**src/rtl/fetch_queue.sv**
```systemverilog
// Instruction fetch queue between fetch and decode: a DEPTH-entry circular FIFO
// with registered storage, no bypass, and a flush that discards all entries.
`ifndef ADDR_WIDTH
`define ADDR_WIDTH 32
`endif

module fetch_queue #(
  parameter int DEPTH = 8,
  parameter int AW    = `ADDR_WIDTH
) (
  input  logic                         clk,
  input  logic                         rst,
  input  logic                         flush,
  input  logic                         in_valid,
  input  logic [AW-1:0]                in_pc,
  input  logic [31:0]                  in_instr,
  input  logic                         in_guesses_branch,
  input  logic [AW-1:0]                in_prediction,
  output logic                         in_ready,
  output logic                         out_valid,
  output logic [AW-1:0]                out_pc,
  output logic [31:0]                  out_instr,
  output logic                         out_guesses_branch,
  output logic [AW-1:0]                out_prediction,
  input  logic                         out_ready,
  output logic [$clog2(DEPTH+1)-1:0]   count
);

  localparam int PW = $clog2(DEPTH);
  localparam int CW = $clog2(DEPTH+1);

  typedef struct packed {
    logic [AW-1:0] pc;
    logic [31:0]   instr;
    logic          guesses_branch;
    logic [AW-1:0] prediction;
  } entry_t;

  entry_t        mem [DEPTH];
  logic [PW-1:0] head;
  logic [PW-1:0] tail;
  logic          push;
  logic          pop;

  // Readiness depends only on occupancy, so a full queue never passes through.
  assign in_ready  = (count != CW'(DEPTH));
  assign out_valid = (count != '0);
  assign push      = in_valid && in_ready && !flush;
  assign pop       = out_valid && out_ready && !flush;

  assign out_pc             = mem[head].pc;
  assign out_instr          = mem[head].instr;
  assign out_guesses_branch = mem[head].guesses_branch;
  assign out_prediction     = mem[head].prediction;

  // Pointers are PW bits wide and DEPTH is a power of two, so +1 wraps to 0.
  always_ff @(posedge clk or posedge rst) begin
    if (rst) begin
      head  <= '0;
      tail  <= '0;
      count <= '0;
      // NOTE: storage is reset too, so out_* read zero while the queue is empty after reset.
      for (int i = 0; i < DEPTH; i++) begin
        mem[i] <= '0;
      end
    end else if (flush) begin
      head  <= '0;
      tail  <= '0;
      count <= '0;
    end else begin
      // NOTE: non-blocking assignments let push and pop read the pre-edge pointers and count.
      if (push) begin
        mem[tail] <= entry_t'{pc: in_pc, instr: in_instr,
                              guesses_branch: in_guesses_branch,
                              prediction: in_prediction};
        tail      <= tail + PW'(1);
      end
      if (pop) begin
        head <= head + PW'(1);
      end
      if (push && !pop) begin
        count <= count + CW'(1);
      end else if (pop && !push) begin
        count <= count - CW'(1);
      end
    end
  end

endmodule

```
**config.mk**
```make
export PLATFORM = sky130hd
export DESIGN_NAME = fetch_queue
export DESIGN_NICKNAME = d
export VERILOG_FILES = /design/src/rtl/fetch_queue.sv
export SDC_FILE = /design/constraint.sdc
export NUM_CORES = 2
export LEC_CHECK = 0
export ABC_AREA = 1
export CAP_MARGIN = 20
export CORE_UTILIZATION = 50
export CTS_CLUSTER_SIZE = 20
export DETAILED_ROUTE_END_ITERATION = 8
export PLACE_DENSITY = 0.71
export SETUP_SLACK_MARGIN = 0.1
export SYNTH_ARGS = -nofsm -noshare
export SYNTH_HDL_FRONTEND = slang
export SYNTH_SLANG_ARGS = --single-unit
```
**constraint.sdc**
```tcl
create_clock -name clk -period 25.4 [get_ports clk]
set_input_delay 2.54 -clock clk [delete_from_list [all_inputs] [get_ports clk]]
set_output_delay 2.54 -clock clk [all_outputs]
set_load 0.01 [all_outputs]
```
==> results.md <==
* Status: finished, final reports clean
* Sw Ratio at about a third
* WS Path Type: flip-flop to primary output
* Met1 usage in global routing at between 30% and 40%
* Clock Skew at 0.0225 ns
* Congestion Overflow GR at 0
* CTS clock-pin slew for the worst setup and hold paths at 0.06 ns
* CTS Buf Count at 85
* Min-delay worst type: flip-flop to flip-flop
* Layout fillers at 6357
* Unique masters post-synth at 25
* Crit Path Max Fanout at 187
* Core area at roughly 70000 sq um
* Vias per inst at between 5 and 6
* Die width at roughly 270 microns
* Sequential power share at between 40 and 50%
* Layout cells sized above 1 at around 4.5%
* Worst VDD drop at between 0.06 and 0.07 mV
* Die area at 71800 sq um
* P per Cell Area at approximately 110 nW/um^2
* GP Congestion at 0.770
* Clock share of power at roughly 30%
* Final worst path period share at between 20% and 30%
* Clock Sinks at 786
* Cells after Synth at 4190
* Internal power at 2900 uW
* Comb pwr share at between 30% and 40%
* DR pass1 iterations at 5
* Worst Path Required at about 23 ns
* Clk_lat worst skew at about 0.63 ns
* Worst-case clock buffer depth at 3
* Most numerous cell in the Yosys netlist: nand2_1
* Setup crit end kind: primary output
* Setup bufs post-CTS at 0
* RSZ-0062 raised after global routing: no
* Post-route cell area at ~40000 sq um
* Actual slew at the worst max-slew pin at around 1.3 ns
* Setup TNS at 0 ns
* Leak Pwr at around 0.018 uW
* Hold Vio Cnt, Final at 0
* CP startpoint kind: flip-flop
* Pin count of the biggest net entering global routing at just under 200
* DP Wirelength at between 40000 and 50000 microns
* Overall Global Routing Usage at 25.7%
* Initial drt markers at between 2000 and 3000
* CTS tree: yes
* Global-route wire length before repair at 148000 microns
* Met2 Resource Use GR at about two fifths
* Routed Antenna Nets at 0
* Avg Cell Area, Syn at approximately 8.4 sq um
* Register Area at approximately 20000 sq um
* Post-Syn Nets at approximately 4300
* Synth cell count leaders: 1092 x nand2_1, 786 x dfrtp_1, 602 x o21ai_0
* IO Count at 205
* Final Max Slew Viols at 0
* Time the worst path needs with I/O delays and setup at slightly above 7 ns
* Share of the yosys chip area belonging to registers at 55.6%
* Synth area leader: dfrtp_1
* Yosys reg bits at around 800
* Routed via count at ~29000
* Global routing's busiest layer: met2
* Final #Nets at ~4300
* Area grow syn2layout at 12.6%
* Wire per inst at between 15 and 20 microns
* Primary FF master, synth: dfrtp_1
* PostCTS Resize Cnt at 0
* Multi-input logic area at about 13000 sq um
* Hold buffers post-CTS at 0
* CP Data Arrival Time at between 4 and 5 ns
* Post-synth ARST share at 100%
* Slew margin rel. at approximately 15%
* Post-synth EDFFs at 0
* # DRC at 0
* MaxCap Viol Count at 0
* Yosys top cell area share at between 50% and 60%
* Placed Area at around 37000 sq um
* Grt met3 use at 3.42%
* Initial Util at 50.5%
* Clock Tree Root: clkbuf_16
* H-tree depth at 3
* Initial antenna violation count at 4
* Die Span Y at about 270 microns
* Cell Rows at 97
* Number of port buffers at just over 200
* Vias in the first global route at about 27000
* Cell Area, Synth at ~35000 sq um
* Setup-failing EPs final at 0
* Syn. warnings at 0
* Ranking of synthesized cells by area: dfrtp_1 56%, nand2_1 12%, o21ai_0 8.5%
* Psw at approximately 1400 uW
* Highest clock rate at approximately 0.14 GHz
* WL final at 91300 microns
final timing paths:
| path | start | to | slack, ns | depth (start not counted) |
|---|---|---|---|---|
| max in group asynchronous | rst | mem[711] | 19.11 | 6 |
| max | head[0] | out_prediction[3] | 18.34 | 7 |
| max reg2reg | count[0] | mem[632] | 21.76 | 9 |
| min in group asynchronous | rst | mem[767] | 2.47 | 2 |
| min reg2reg | mem[460] | mem[460] | 0.48 | 2 |
| min | mem[460] | mem[460] | 0.48 | 2 |
through the flow:
stage	utilization (%)	total power (uW)	hold slack [ns]	cells	setup WS [ns]
finish	56.9	4330	0.478	5213	18.34
global route	56.9	4600	0.497	5212	18.10
CTS	56.8	4350	0.482	5209	18.08
detailed placement	52.7	3050	0.467	5055	18.26
global placement	52.7	3020	0.461	5055	18.26
floorplan	-	2540	0.448	4190	0.791
logic make-up (layout without fill, tap and decap cells):
| logic type | count (synthesis) | count (layout) | share of synthesized area, % |
|---|---|---|---|
| AO/OA/AOI/OAI | 1372 | 1372 | 19.8 |
| XOR/XNOR | 1 | 1 | 0.0248 |
| adder cells (fa/ha/maj) | 5 | 5 | 0.198 |
| buffers and inverters | 428 | 508 | 6.98 |
| flip-flops | 786 | 786 | 55.6 |
| other | 0 | 3 | 0 |
| AND/OR/NAND/NOR | 1598 | 1598 | 17.4 |
power groups by stage:
| stage | registers, uW | clock network [uW] | logic, uW |
|---|---|---|---|
| after floorplan | 1710 | 0 | 825 |
| after global placement | 1740 | 0 | 1270 |
| after detailed placement | 1750 | 0 | 1290 |
| after CTS | 1730 | 1310 | 1300 |
| after global routing | 1770 | 1360 | 1460 |
| final | 1730 | 1290 | 1300 |
critical path, cell delays in order (launching register included):
cell,delay [ns]
dfrtp_4,0.64
inv_8,0.80
buf_4,0.96
nor2_1,0.07
o21ai_0,0.18
a21oi_1,0.07
a31oi_1,0.36
clkdlybuf4s50_1,0.63
cell type report:
class | count | area share, %
Antenna cell | 3 | 0.0188
Clock buffer | 124 | 6.14
Clock inverter | 30 | 1.22
Inverter | 111 | 1.13
Multi-Input combinational cell | 2976 | 33.2
Sequential cell | 786 | 49.4
Tap cell | 940 | 2.95
Timing Repair Buffer | 243 | 5.94
sequential cells by signal, summed over array words and instances, names as in the netlist:
register / flops
count: 4
head: 3
mem: 776
tail: 3
layout by cell type (no fill, tap or decap):
cell,n
clkinvlp_4,3
o21ai_0,602
nor2_2,1
dfrtp_4,3
clkinv_2,10
diode_2,3
clkdlybuf4s50_1,204
buf_16,1
xor2_1,1
a21oi_1,102
inv_1,102
nor2_1,489
buf_12,1
clkbuf_1,23
nand3_1,5
nand3_4,1
inv_4,1
a31oi_1,97
nand2_1,1092
inv_8,2
ha_1,4
fa_1,1
bufinv_16,12
clkinv_8,2
nand2_2,1
or2_2,1
clkbuf_16,86
inv_2,4
nand4_4,8
clkbuf_8,15
dfrtp_1,783
o21ai_1,571
inv_6,5
buf_4,37
layer usage:
metal  vias up  share of wire [%]
met5         -              0.031
met3       146                5.6
met2       828                 47
met1     13800                 45
met4         4                2.7
li1      13854                  -
Power figures use the tool's default switching activity.
